$ cat config.mk
export PLATFORM = sky130hd
export DESIGN_NAME = signed_div_64by32_flat
export DESIGN_NICKNAME = d
export VERILOG_FILES = /design/src/rtl/signed_div_64by32_if.sv /design/src/rtl/signed_div_64by32.sv /design/src/flat_wrapper.sv
export SDC_FILE = /design/constraint.sdc
export NUM_CORES = 1
export LEC_CHECK = 0
export ABC_AREA = 1
export CORE_MARGIN = 8
export CORE_UTILIZATION = 60
export CTS_CLUSTER_DIAMETER = 150
export DETAILED_ROUTE_END_ITERATION = 12
export HOLD_SLACK_MARGIN = 0.05
export MAX_ROUTING_LAYER = met4
export PLACE_DENSITY = 0.92
export SLEW_MARGIN = 20
export SYNTH_ARGS = -nofsm -noshare
export SYNTH_HDL_FRONTEND = slang
export SYNTH_SLANG_ARGS = --single-unit
$ cat constraint.sdc
create_clock -name clk -period 4.15 [get_ports clk]
set_input_delay 1.245 -clock clk [delete_from_list [all_inputs] [get_ports clk]]
set_output_delay 1.245 -clock clk [all_outputs]
set_load 0.01 [all_outputs]
$ cat src/rtl/signed_div_64by32_if.sv
// Request/result bundle for the signed 64/32 divider.
// Latency: n/a (wiring only).
// Backpressure: n/a; the master must watch busy/done itself.
interface signed_div_64by32_if;
    logic        start;
    logic [63:0] dividend;
    logic [31:0] divisor;
    logic [31:0] quotient;
    logic [31:0] remainder;
    logic        busy;
    logic        done;
    logic        div_by_zero;
    logic        overflow;

    modport master (
        output start, dividend, divisor,
        input  quotient, remainder, busy, done, div_by_zero, overflow
    );

    modport slave (
        input  start, dividend, divisor,
        output quotient, remainder, busy, done, div_by_zero, overflow
    );
endinterface

$ cat src/rtl/signed_div_64by32.sv
// Signed 64/32 truncating restoring divider; error flags enabled by macro SDIV_ERR_FLAGS_EN.
// Latency: done 34 cycles after the accepting edge (1 cycle for divide-by-zero / early overflow).
// Backpressure: none; start is sampled only in IDLE, busy is high in every other state.
module signed_div_64by32 (
    input  logic               clk,
    input  logic               rst_n,
    signed_div_64by32_if.slave bus
);

`ifdef SDIV_ERR_FLAGS_EN
    localparam logic ERR_EN = 1'b1;
`else
    localparam logic ERR_EN = 1'b0;
`endif

    typedef enum logic [2:0] {IDLE, PREP, CALC, FIX, DONE} state_t;

    state_t      state_q, state_d;
    logic [63:0] dvd_q, dvd_d;          // captured raw dividend
    logic [31:0] dvs_q, dvs_d;          // captured raw divisor
    logic [31:0] mag_dvs_q, mag_dvs_d;  // |divisor|
    logic [31:0] rem_q, rem_d;          // partial remainder
    logic [31:0] lo_q, lo_d;            // dividend low bits shifting out, quotient bits shifting in
    logic [4:0]  cnt_q, cnt_d;
    logic        neg_quo_q, neg_quo_d;
    logic        neg_rem_q, neg_rem_d;
    logic [31:0] quo_q, quo_d;
    logic [31:0] rmd_q, rmd_d;
    logic        dbz_q, dbz_d;
    logic        ovf_q, ovf_d;
    logic        busy_q, busy_d;
    logic        done_q, done_d;

    logic [63:0] abs_dvd;
    logic [31:0] abs_dvs;
    logic [32:0] trial;
    logic        trial_ge;
    logic        fix_ovf;

    assign abs_dvd  = dvd_q[63] ? (~dvd_q + 64'd1) : dvd_q;
    assign abs_dvs  = dvs_q[31] ? (~dvs_q + 32'd1) : dvs_q;
    // Shift the next dividend bit into the partial remainder; 33 bits so the compare never wraps.
    assign trial    = {rem_q, lo_q[31]};
    assign trial_ge = (trial >= {1'b0, mag_dvs_q});
    // -2^31 is representable, +2^31 is not.
    assign fix_ovf  = neg_quo_q ? (lo_q > 32'h8000_0000) : (lo_q > 32'h7FFF_FFFF);

    // Next-state and next-output computation for the whole divider.
    always_comb begin
        state_d   = state_q;
        dvd_d     = dvd_q;
        dvs_d     = dvs_q;
        mag_dvs_d = mag_dvs_q;
        rem_d     = rem_q;
        lo_d      = lo_q;
        cnt_d     = cnt_q;
        neg_quo_d = neg_quo_q;
        neg_rem_d = neg_rem_q;
        quo_d     = quo_q;
        rmd_d     = rmd_q;
        dbz_d     = dbz_q;
        ovf_d     = ovf_q;

        case (state_q)
            IDLE: begin
                if (bus.start) begin
                    dvd_d   = bus.dividend;
                    dvs_d   = bus.divisor;
                    state_d = PREP;
                end
            end
            PREP: begin
                neg_quo_d = dvd_q[63] ^ dvs_q[31];
                neg_rem_d = dvd_q[63];
                mag_dvs_d = abs_dvs;
                rem_d     = abs_dvd[63:32];
                lo_d      = abs_dvd[31:0];
                cnt_d     = 5'd0;
                if (dvs_q == 32'd0) begin
                    quo_d   = 32'hFFFF_FFFF;
                    rmd_d   = dvd_q[31:0];
                    dbz_d   = ERR_EN;
                    ovf_d   = 1'b0;
                    state_d = DONE;
                end else if (abs_dvd[63:32] >= abs_dvs) begin
                    // Quotient magnitude needs more than 32 bits; no point iterating.
                    quo_d   = 32'h8000_0000;
                    rmd_d   = 32'd0;
                    dbz_d   = 1'b0;
                    ovf_d   = ERR_EN;
                    state_d = DONE;
                end else begin
                    state_d = CALC;
                end
            end
            CALC: begin
                // Partial remainder stays below |divisor|, so the low 32 bits of the difference are exact.
                if (trial_ge) begin
                    rem_d = trial[31:0] - mag_dvs_q;
                end else begin
                    rem_d = trial[31:0];
                end
                lo_d  = {lo_q[30:0], trial_ge};
                cnt_d = cnt_q + 5'd1;
                if (cnt_q == 5'd31) begin
                    state_d = FIX;
                end
            end
            FIX: begin
                dbz_d = 1'b0;
                if (fix_ovf) begin
                    quo_d = 32'h8000_0000;
                    rmd_d = 32'd0;
                    ovf_d = ERR_EN;
                end else begin
                    quo_d = neg_quo_q ? (~lo_q + 32'd1) : lo_q;
                    rmd_d = neg_rem_q ? (~rem_q + 32'd1) : rem_q;
                    ovf_d = 1'b0;
                end
                state_d = DONE;
            end
            DONE: begin
                state_d = IDLE;
            end
            default: begin
                state_d = IDLE;
            end
        endcase

        busy_d = (state_d != IDLE);
        done_d = (state_d == DONE);
    end

    // All state, datapath and output registers; reset clears everything.
    always_ff @(posedge clk or negedge rst_n) begin
        if (!rst_n) begin
            state_q   <= IDLE;
            dvd_q     <= 64'd0;
            dvs_q     <= 32'd0;
            mag_dvs_q <= 32'd0;
            rem_q     <= 32'd0;
            lo_q      <= 32'd0;
            cnt_q     <= 5'd0;
            neg_quo_q <= 1'b0;
            neg_rem_q <= 1'b0;
            quo_q     <= 32'd0;
            rmd_q     <= 32'd0;
            dbz_q     <= 1'b0;
            ovf_q     <= 1'b0;
            busy_q    <= 1'b0;
            done_q    <= 1'b0;
        end else begin
            state_q   <= state_d;
            dvd_q     <= dvd_d;
            dvs_q     <= dvs_d;
            mag_dvs_q <= mag_dvs_d;
            rem_q     <= rem_d;
            lo_q      <= lo_d;
            cnt_q     <= cnt_d;
            neg_quo_q <= neg_quo_d;
            neg_rem_q <= neg_rem_d;
            quo_q     <= quo_d;
            rmd_q     <= rmd_d;
            dbz_q     <= dbz_d;
            ovf_q     <= ovf_d;
            busy_q    <= busy_d;
            done_q    <= done_d;
        end
    end

    assign bus.quotient    = quo_q;
    assign bus.remainder   = rmd_q;
    assign bus.busy        = busy_q;
    assign bus.done        = done_q;
    assign bus.div_by_zero = dbz_q;
    assign bus.overflow    = ovf_q;

endmodule
$ cat src/flat_wrapper.sv
// flat-port wrapper written by rule: the top's interface ports become plain ports
module signed_div_64by32_flat 
  (clk, rst_n, bus_start, bus_dividend, bus_divisor, bus_quotient, bus_remainder, bus_busy, bus_done, bus_div_by_zero, bus_overflow);
  signed_div_64by32_if bus_i ();
  input  logic clk;
  input  logic rst_n;
  input wire logic [$bits(bus_i.start)-1:0] bus_start;
  input wire logic [$bits(bus_i.dividend)-1:0] bus_dividend;
  input wire logic [$bits(bus_i.divisor)-1:0] bus_divisor;
  output wire logic [$bits(bus_i.quotient)-1:0] bus_quotient;
  output wire logic [$bits(bus_i.remainder)-1:0] bus_remainder;
  output wire logic [$bits(bus_i.busy)-1:0] bus_busy;
  output wire logic [$bits(bus_i.done)-1:0] bus_done;
  output wire logic [$bits(bus_i.div_by_zero)-1:0] bus_div_by_zero;
  output wire logic [$bits(bus_i.overflow)-1:0] bus_overflow;
  assign bus_i.start = bus_start;
  assign bus_i.dividend = bus_dividend;
  assign bus_i.divisor = bus_divisor;
  assign bus_quotient = bus_i.quotient;
  assign bus_remainder = bus_i.remainder;
  assign bus_busy = bus_i.busy;
  assign bus_done = bus_i.done;
  assign bus_div_by_zero = bus_i.div_by_zero;
  assign bus_overflow = bus_i.overflow;
  signed_div_64by32 u_core (.clk(clk), .rst_n(rst_n), .bus(bus_i));
endmodule
Yosys cells after proc, flatten, opt, wreduce, memory -nomap -nowiden --
Cells that the tools add are included.
Word-level totals: memory bits (writable) 0, word-level logic and storage cells 67, register bits 269, latch bits 0, memory bits (read-only) 0, memories kept 0, input bits 99
Operators by class: add/subtract/negate cells 6, bitwise operators 5, order comparisons 4, multipliers 0, shift-type cells 0, muxes and demuxes 25, reductions and logical operators 7, divide/modulo/power cells 0, equal/unequal tests 6
Operators with widths (number):
- $mux 32 | 10
- $pmux 32 s2 | 4
- $add 32x1->32 const B | 3
- $not 32->32 | 3
- $add 64x1->64 const B | 1
- $mux 64 | 1
- $not 64->64 | 1
- $ge 33x32->1 | 1
- $ge 32x32->1 | 1
- $gt 32x31->1 const B | 1
- $gt 32x32->1 const B | 1
- $logic_not 32->1 | 1
- $sub 32x32->32 | 1
- $mux 3 | 4
- $pmux 3 s4 | 1
- $pmux 5 s2 | 1
- $eq 3x2->1 const B | 2
- $add 5x1->5 const B | 1
- $eq 5x5->1 const B | 1
- $reduce_and 2->1 | 2
- $reduce_bool 2->1 | 2
- $eq 3x1->1 const B | 1
- $eq 3x3->1 const B | 1
- $logic_not 3->1 | 1
- other kinds (5) | 7

Longest topological paths before layout --
Gate-level depths: netlist (run 1).
depth in word-level cells 8, mapped depth 28, mapped depth without buffers 26

Worst setup path after synthesis (run 1) --
Ideal clock, no wire load.
kind flip-flop to flip-flop, from register u_core.dvd_q[0], to register u_core.quo_q[19], in the netlist u_core.bus.quotient[19], data required time 4.033 ns, path buffers 2, cell stages (with the launch flop) 22, arrival 2.977 ns, clock period less this slack 3.094 ns, slack 1.056 ns, cell sequence dfrtp_1 inv_1 ha_1 inv_1 nor3_1 inv_1 nor2_1 inv_1 nor2_1 nand2_1 xor2_1 a21oi_1 ha_1 nand3_1 nor3_1 nand2_1 nand4_1 nand2_2 buf_4 buf_2 nand3_1 nand2_1
On the way: longest elaborated chain between the ends 6
RTL lines:
- start, declared | RTL line signed_div_64by32.sv:19 | logic [63:0] dvd_q, dvd_d;
- start signal, assigned | RTL line signed_div_64by32.sv:154 | dvd_q <= dvd_d;
- $not 64->64 | RTL line signed_div_64by32.sv:40 | assign abs_dvd = dvd_q[63] ? (~dvd_q + 64'd1) : dvd_q;
- $add 64x1->64 | RTL line signed_div_64by32.sv:40
- $mux 64 | RTL line signed_div_64by32.sv:40
- $ge 32x32->1 | RTL line signed_div_64by32.sv:85 | end else if (abs_dvd[63:32] >= abs_dvs) begin
- $ne 3x1->1 (no source line)
- $reduce_and 2->1 (no source line)
- end signal, assigned | RTL line signed_div_64by32.sv:162 | quo_q <= quo_d;
- end, declared | RTL line signed_div_64by32.sv:27 | logic [31:0] quo_q, quo_d;
No other way between the ends. A chain may end at the register's enable or synchronous reset.

Worst setup path after layout (run 1) --
from register u_core.dvd_q[15], to register u_core.rmd_q[11], in the netlist u_core.bus.remainder[11]
On the way: longest elaborated chain between the ends 6
RTL lines:
- $not 64->64 | RTL line signed_div_64by32.sv:40
- $add 64x1->64 | RTL line signed_div_64by32.sv:40
- $mux 64 | RTL line signed_div_64by32.sv:40
- $ge 32x32->1 | RTL line signed_div_64by32.sv:85
- $ne 3x1->1 (no source line)
- $reduce_and 2->1 (no source line)
- end signal, assigned | RTL line signed_div_64by32.sv:163 | rmd_q <= rmd_d;
- end, declared | RTL line signed_div_64by32.sv:28 | logic [31:0] rmd_q, rmd_d;
No other way between the ends.

==> results of run 1 <==
layer usage:
| layer | share of wire [%] | global-route usage [%] |
|---|---|---|
| met5 | 0 | - |
| met1 | 40 | 50.3 |
| met4 | 4.9 | 14.9 |
| met3 | 11 | 7.75 |
| met2 | 43 | 55.9 |
report_power, final:
group / switching (W) / internal, W / leakage [nW]
Clock: 0.00111 / 0.00161 / 0.477
Sequential: 0.00117 / 0.00370 / 3.29
Combinational: 0.00855 / 0.00423 / 7.35
through the flow:
step / hold WS (ps) / TNS, ps / setup slack, ps / instance area [um2] / total power, W
5_1_grt: 528 / -1.43 / -1.43 / 22600 / 0.0217
4_1_cts: 488 / 0 / 131 / 22400 / 0.0198
2_1_floorplan: 440 / 0 / 1060 / 19400 / 0.0129
3_5_place_dp: 472 / 0 / 185 / 21400 / 0.0169
3_3_place_gp: 452 / 0 / 242 / 21400 / 0.0166
6_report: 495 / 0 / 63.8 / 22600 / 0.0204
worst min path at each step:
| stage | startpoint | endpoint | slack [ps] | cells past startpoint |
|---|---|---|---|---|
| finish | u_core.mag_dvs_q[26] | u_core.mag_dvs_q[26] | 500 | 2 |
| global route | u_core.mag_dvs_q[26] | u_core.mag_dvs_q[26] | 530 | 2 |
| CTS | u_core.mag_dvs_q[26] | u_core.mag_dvs_q[26] | 490 | 2 |
| detailed placement | u_core.mag_dvs_q[26] | u_core.mag_dvs_q[26] | 470 | 2 |
| global placement | u_core.cnt_q[3] | u_core.cnt_q[3] | 450 | 1 |
| floorplan | u_core.cnt_q[3] | u_core.cnt_q[3] | 440 | 1 |
synth_stat cells (5+ instances only):
cell type and count:
buf_4 9, o21bai_1 11, nor2_2 9, o21ai_1 24, o31ai_1 10, nor4_1 5
and2_1 7, nor3_1 29, o211ai_1 11, buf_2 11, buf_6 12, xor2_1 102
a21boi_0 7, ha_1 70, a21oi_1 175, inv_2 14, clkbuf_1 67, o221ai_1 22
nand3_1 273, inv_1 305, o22ai_1 6, o21ai_0 125, dfrtp_1 268, buf_1 12
nand2_1 806, nand2_2 7, nand4_1 43, nand3b_1 9, nor2_1 372, xnor2_1 21
state kept, by name, indices dropped and copies added (netlist names), 3 cells and up:
register              cells
u_core.bus.quotient      32
u_core.bus.remainder     32
u_core.rem_q             32
u_core.lo_q              32
u_core.mag_dvs_q         32
u_core.dvd_q             64
u_core.dvs_q             32
u_core.state_q            3
u_core.cnt_q              5
worst max-delay path: stages (launching register included):
cell and delay [ps]:
dfrtp_1 480, nor2_1 310, nand2_1 170, nor2_1 240
nand2_1 80, nor2_1 310, nand2_1 100, nand2_1 70
nand2_1 90, a21boi_0 340, ha_1 310, nand2_1 70
o21ai_0 90, nand2_1 80, nand2_1 60, nand2_1 50
nand2_1 60, inv_1 60, nand4_1 230, nand2_2 210
nand2_4 140, buf_12 240, nand2_1 80, nand2_1 80
cells by family (layout without fill, tap and decap cells):
| group | after synthesis | in the layout |
|---|---|---|
| fa+ha+maj | 71 | 71 |
| simple gates | 1575 | 1575 |
| mux | 3 | 3 |
| xor+xnor | 123 | 123 |
| buf+inv | 434 | 592 |
| other cells | 1 | 6 |
| flops | 268 | 268 |
| compound gates | 406 | 406 |
repair_timing:
action,CTS,global route
setup endpoints to repair,0,66
gates resized for setup,0,14
endpoints found under the hold margin,0,0
placed cells by master (no fill, tap or decap), types with 43 or more instances in the layout:
master / synthesis / routed
a21oi_1: 175 / 175
nand2_1: 806 / 806
o21ai_0: 125 / 125
nand3_1: 273 / 272
clkdlybuf4s50_1: 0 / 163
ha_1: 70 / 70
nor2_1: 372 / 367
xor2_1: 102 / 101
buf_4: 9 / 44
dfrtp_1: 268 / 267
nand4_1: 43 / 43
inv_1: 305 / 305
cell type report:
type	count	area [um2]	share of cell area, %
Clock buffer	40	817	3.62
Clock inverter	11	160	0.710
Inverter	321	1210	5.36
Timing Repair Buffer	220	2210	9.80
Sequential cell	268	6710	29.7
Multi-Input combinational cell	2180	10900	48.5
Tap cell	402	503	2.23
Antenna cell	4	10.0	0.0444
==> impl_metrics.csv, run 1 <==
group,metric,value,unit
worst_setup_path,crit_fanout,17,
worst_setup_path,crit_end,"u_core.bus.remainder[11]",
layout,drive_gt1_share,5.36,%
synth,synth_edf_count,0,
synth,avgSynthCellArea,6.72,um2
layout,synthToLayoutAreaGrowth,16.5,%
worst_setup_path,r2r_cells,23,
layout,fillCellCount,2595,
timing,max_freq,0.245,GHz
route,num_vias,21200,
route,drt_wl_total,73100,um
place,port_buffers,164,
synth,synth_top_family_by_area,"simple AND/OR/NAND/NOR gates",
layout,final_util,71.3,%
floorplan,rows,65,
floorplan,die_y,196,um
global_routing,grt_pass1_vias,19800,
global_routing,antenna_found_initial,4,
worst_setup_path,worstReg2RegEnd,"u_core.bus.remainder[11]",
timing,post-route-min-period,4090,ps
worst_setup_path,required,4580,ps
cts,cts_max_path_buffers,3,
timing,finalClockSkew,14.3,ps
floorplan,die_x,196,um
global_routing,grt_start_max_net_pins,94,
synth,synth-xor-area-share,5.56,%
cts,clkTransAtPathRegs,70,ps
cts,htreeDepth,1,
route,dr.first_iter.drc_count,2792,
route,wl_per_cell,21.2,um
layout,nets,3190,
status,outcome,"finished clean",
synth,synth-seq-cells,268,
timing,period_share,98.5,%
synth,synthSimpleGateAreaFrac,34.0,%
cts,clk_latency,560,ps
cts,cts_made_buffers,29,
synth,synthMuxAreaShare,0.175,%
synth,synth_cell_types,53,
place,dp_cells,3387,
route,first_pass_iters,9,
cts,cts.hold.buffers_added,0,
synth,ys_seq_area_share,34.6,%
hold_path,min_path_type,"register to register",
timing,finalHoldViolations,0,
timing,final-setup-viol-count,0,
worst_setup_path,rrSetupSlack,60,ps
floorplan,io_pins,167,
place,hpwlAfterDp,56000,um
cts,clockRootBuffer,"clkbuf_16",
flow_run,cap_violations,0,
cts,cts_tree,"built",
layout,final_cells,3446,
worst_setup_path,crit_arrival,4520,ps
floorplan,initial_utilization,61.2,%
route,ant_nets,0,
synth,synth_ff_type,"dfrtp_1",
global_routing,grt_overflow,0,
place,gp_congestion,1.07,
timing,final_max_slew_viol_count,0,
synth,synth_area,19400,um2
synth,yosysWarnings,0,
synth,synth_top_area_cell,"dfrtp_1",
worst_setup_path,end_kind,"register",
cts,cts_setup_buffers,0,
global_routing,grt_pass1_wl,112000,um
synth,synth_area_leaders,"dfrtp_1 35%, nand2_1 16%, nor2_1 7.2%",
worst_setup_path,cp-start-kind,"register",
synth,async_reset_ff_share,100,%
cts,cts_sinks,268,
timing,slew_headroom,33.7,%
route,drc,0,
floorplan,core_area,31600,um2
worst_setup_path,startpoint,"u_core.dvd_q[15]",
worst_setup_path,rr_startpoint,"u_core.dvd_q[15]",
pwr,power.leakage,11.1,nW
synth,synth_top_area_share,34.6,%
worst_setup_path,worstSetupPathType,"register to register",
route,vias_per_cell,6.16,
pwr,power.density,903,nW/um2
synth,synthAdderAreaFrac,4.63,%
synth,synthCells,2881,
timing,worst_pin_slew,995,ps
pwr,ir_drop,444,uV
synth,synth_compound_area_share,11.7,%
global_routing,grt.total_usage,37.7,%
floorplan,die_area,38300,um2
Power figures use the tool's default switching activity.
==> run 2: changes to the inputs <==
--- a/config.mk
+++ b/config.mk
@@ -8,6 +8,7 @@
 export ABC_AREA = 1
 export CORE_MARGIN = 8
 export CORE_UTILIZATION = 60
+export CTS_BUF_LIST = sky130_fd_sc_hd__clkbuf_4 sky130_fd_sc_hd__clkbuf_8 sky130_fd_sc_hd__clkbuf_16
 export CTS_CLUSTER_DIAMETER = 150
 export DETAILED_ROUTE_END_ITERATION = 12
 export HOLD_SLACK_MARGIN = 0.05
==> impl_metrics.csv, run 2 (synthesized netlist as in run 1, its figures left out) <==
group,metric,value,unit
global_routing,antenna_found_initial,5,
worst_setup_path,critPathMostFrequentCell,"nand2_1",
global_routing,grt_pass1_wl,112000,um
layout,drive_gt1_share,5.56,%
worst_setup_path,required,4590,ps
timing,max_freq,0.246,GHz
floorplan,core_area,31600,um2
timing,final-setup-viol-count,0,
global_routing,grt.total_usage,37.8,%
pwr,ir_drop,443,uV
global_routing,grt_overflow,0,
route,vias_per_cell,6.16,
timing,final_max_slew_viol_count,0,
hold_path,whs_path_depth,2,
cts,htreeDepth,1,
layout,synthToLayoutAreaGrowth,16.6,%
layout,layout_common_cells,"806 x nand2_1, 367 x nor2_1, 305 x inv_1",
floorplan,initial_utilization,61.2,%
worst_setup_path,end_kind,"register",
cts,cts.hold.buffers_added,0,
cts,cts_sinks,268,
pwr,power.density,903,nW/um2
cts,cts_resized,0,
floorplan,rows,65,
flow_run,cap_violations,0,
route,wl_per_cell,21.2,um
worst_setup_path,cpMaxStageDelayCell,"dfrtp_1",
global_routing,grt_pass1_vias,19800,
timing,finalHoldViolations,0,
layout,largest_reg_flops,64,
cts,clkTransAtPathRegs,60,ps
worst_setup_path,crit_cells,23,
floorplan,die_x,196,um
worst_setup_path,worstReg2RegEnd,"u_core.bus.remainder[17]",
route,first_pass_iters,6,
cts,cts_tree,"built",
place,gp_congestion,1.07,
layout,final_common_cell,"nand2_1",
worst_setup_path,r2r_cells,23,
route,drc,0,
hold_path,min_path_type,"register to register",
worst_setup_path,cpPeakStageDelay,490,ps
cts,cts_made_buffers,29,
worst_setup_path,crit_fanout,8,
timing,finalClockSkew,8.45,ps
cts,clk_latency,560,ps
worst_setup_path,crit_family,"simple AND/OR/NAND/NOR gates",
floorplan,die_area,38300,um2
worst_setup_path,rr_startpoint,"u_core.dvd_q[15]",
cts,clockRootBuffer,"clkbuf_16",
route,num_vias,21200,
layout,regMostFlops,"u_core.dvd_q",
place,hpwlAfterDp,56000,um
timing,period_share,97.9,%
layout,final_util,71.4,%
worst_setup_path,cp-start-kind,"register",
pwr,power.leakage,11.1,nW
layout,nets,3190,
hold_path,whs_endpoint,"u_core.mag_dvs_q[26]",
worst_setup_path,critPathBufInv,2,
global_routing,grt_start_max_net_pins,94,
cts,cts_setup_buffers,0,
timing,slew_headroom,33.3,%
floorplan,io_pins,167,
status,outcome,"finished clean",
cts,cts_max_path_buffers,3,
worst_setup_path,rrSetupSlack,90,ps
route,dr.first_iter.drc_count,2795,
place,port_buffers,164,
hold_path,min-delay-start,"u_core.mag_dvs_q[26]",
worst_setup_path,worstSetupPathType,"register to register",
timing,whs,491,ps
floorplan,die_y,196,um
route,drt_wl_total,72900,um
timing,worst_pin_slew,1000,ps
timing,post-route-min-period,4060,ps
route,ant_nets,0,
worst_setup_path,crit_arrival,4500,ps
worst_setup_path,crit_chain,"nor2_1 > nand2_1 > nor2_1 > nand2_1 > nor2_1 > nand2_1 > nand2_1 > nand2_1 > a21boi_0 > ha_1 > nand2_1 > o21ai_0 > nand2_1 > nand2_1 > nand2_1 > nand2_1 > inv_1 > nand4_1 > nand2_2 > nand2_4 > clkbuf_16 > nand2_1 > nand2_1",
[run 2: cell types whose count changed in the layout (fill, tap and decap cells not counted)]
cell      change
clkbuf_1      -6
clkbuf_4      +6
a21boi_0      +1
diode_2       +1
a21boi_1      -1
[run 2: final cells by class]
class                   instances  area [um2]
inverters                     321        1210
diodes                          5        12.5
fillers                      2591        9050
clock inverters                11         160
multi-input cells            2180       10900
clock buffers                  40         840
well taps                     402         503
repair buffers                220        2210
flip-flops and latches        268        6710
[run 2: power by group]
group,switching (W),internal (W)
combinational,0.00854,0.00422
clock,0.00112,0.00165
sequential,0.00117,0.00370
total,0.0108,0.00957
[run 2: metal layers]
layer	GRT usage, %	share of wire, %	up-vias	wire length (um)
met4	14.2	4.9	0	3560
li1	-	-	9581	-
met5	-	0	-	0
met1	50.5	40	9951	29300
met3	7.89	12	240	8410
met2	56.2	43	1474	31700
[run 2: worst max path at each step]
stage	from	end	slack [ps]
final	u_core.dvd_q[15]	u_core.bus.remainder[17]	90
after global routing	u_core.dvs_q[0]	u_core.bus.quotient[27]	-20
after CTS	u_core.dvd_q[1]	u_core.bus.remainder[11]	130
after detailed placement	u_core.dvd_q[0]	u_core.bus.remainder[11]	180
after global placement	u_core.dvd_q[0]	u_core.bus.quotient[0]	240
after floorplan	u_core.dvd_q[0]	u_core.bus.quotient[19]	1060
[run 2: worst register-to-register path, cell delays in order (launching register included)]
cell,delay [ps]
dfrtp_1,490
nor2_1,320
nand2_1,170
nor2_1,230
nand2_1,80
nor2_1,310
nand2_1,100
nand2_1,70
nand2_1,90
a21boi_0,320
ha_1,310
nand2_1,70
o21ai_0,90
nand2_1,70
nand2_1,60
nand2_1,50
nand2_1,60
inv_1,50
nand4_1,230
nand2_2,210
nand2_4,140
clkbuf_16,260
nand2_1,80
nand2_1,80
[run 2: stage by stage]
| step | cell area [um2] | std cells | power, W | TNS [ps] | setup slack [ps] |
|---|---|---|---|---|---|
| floorplan | 19400 | 2882 | 0.0129 | 0 | 1060 |
| global placement | 21400 | 3387 | 0.0166 | 0 | 242 |
| detailed placement | 21400 | 3387 | 0.0169 | 0 | 185 |
| CTS | 22400 | 3438 | 0.0198 | 0 | 132 |
| global route | 22600 | 3447 | 0.0217 | -32.6 | -21.9 |
| finish | 22600 | 3447 | 0.0204 | 0 | 86.8 |
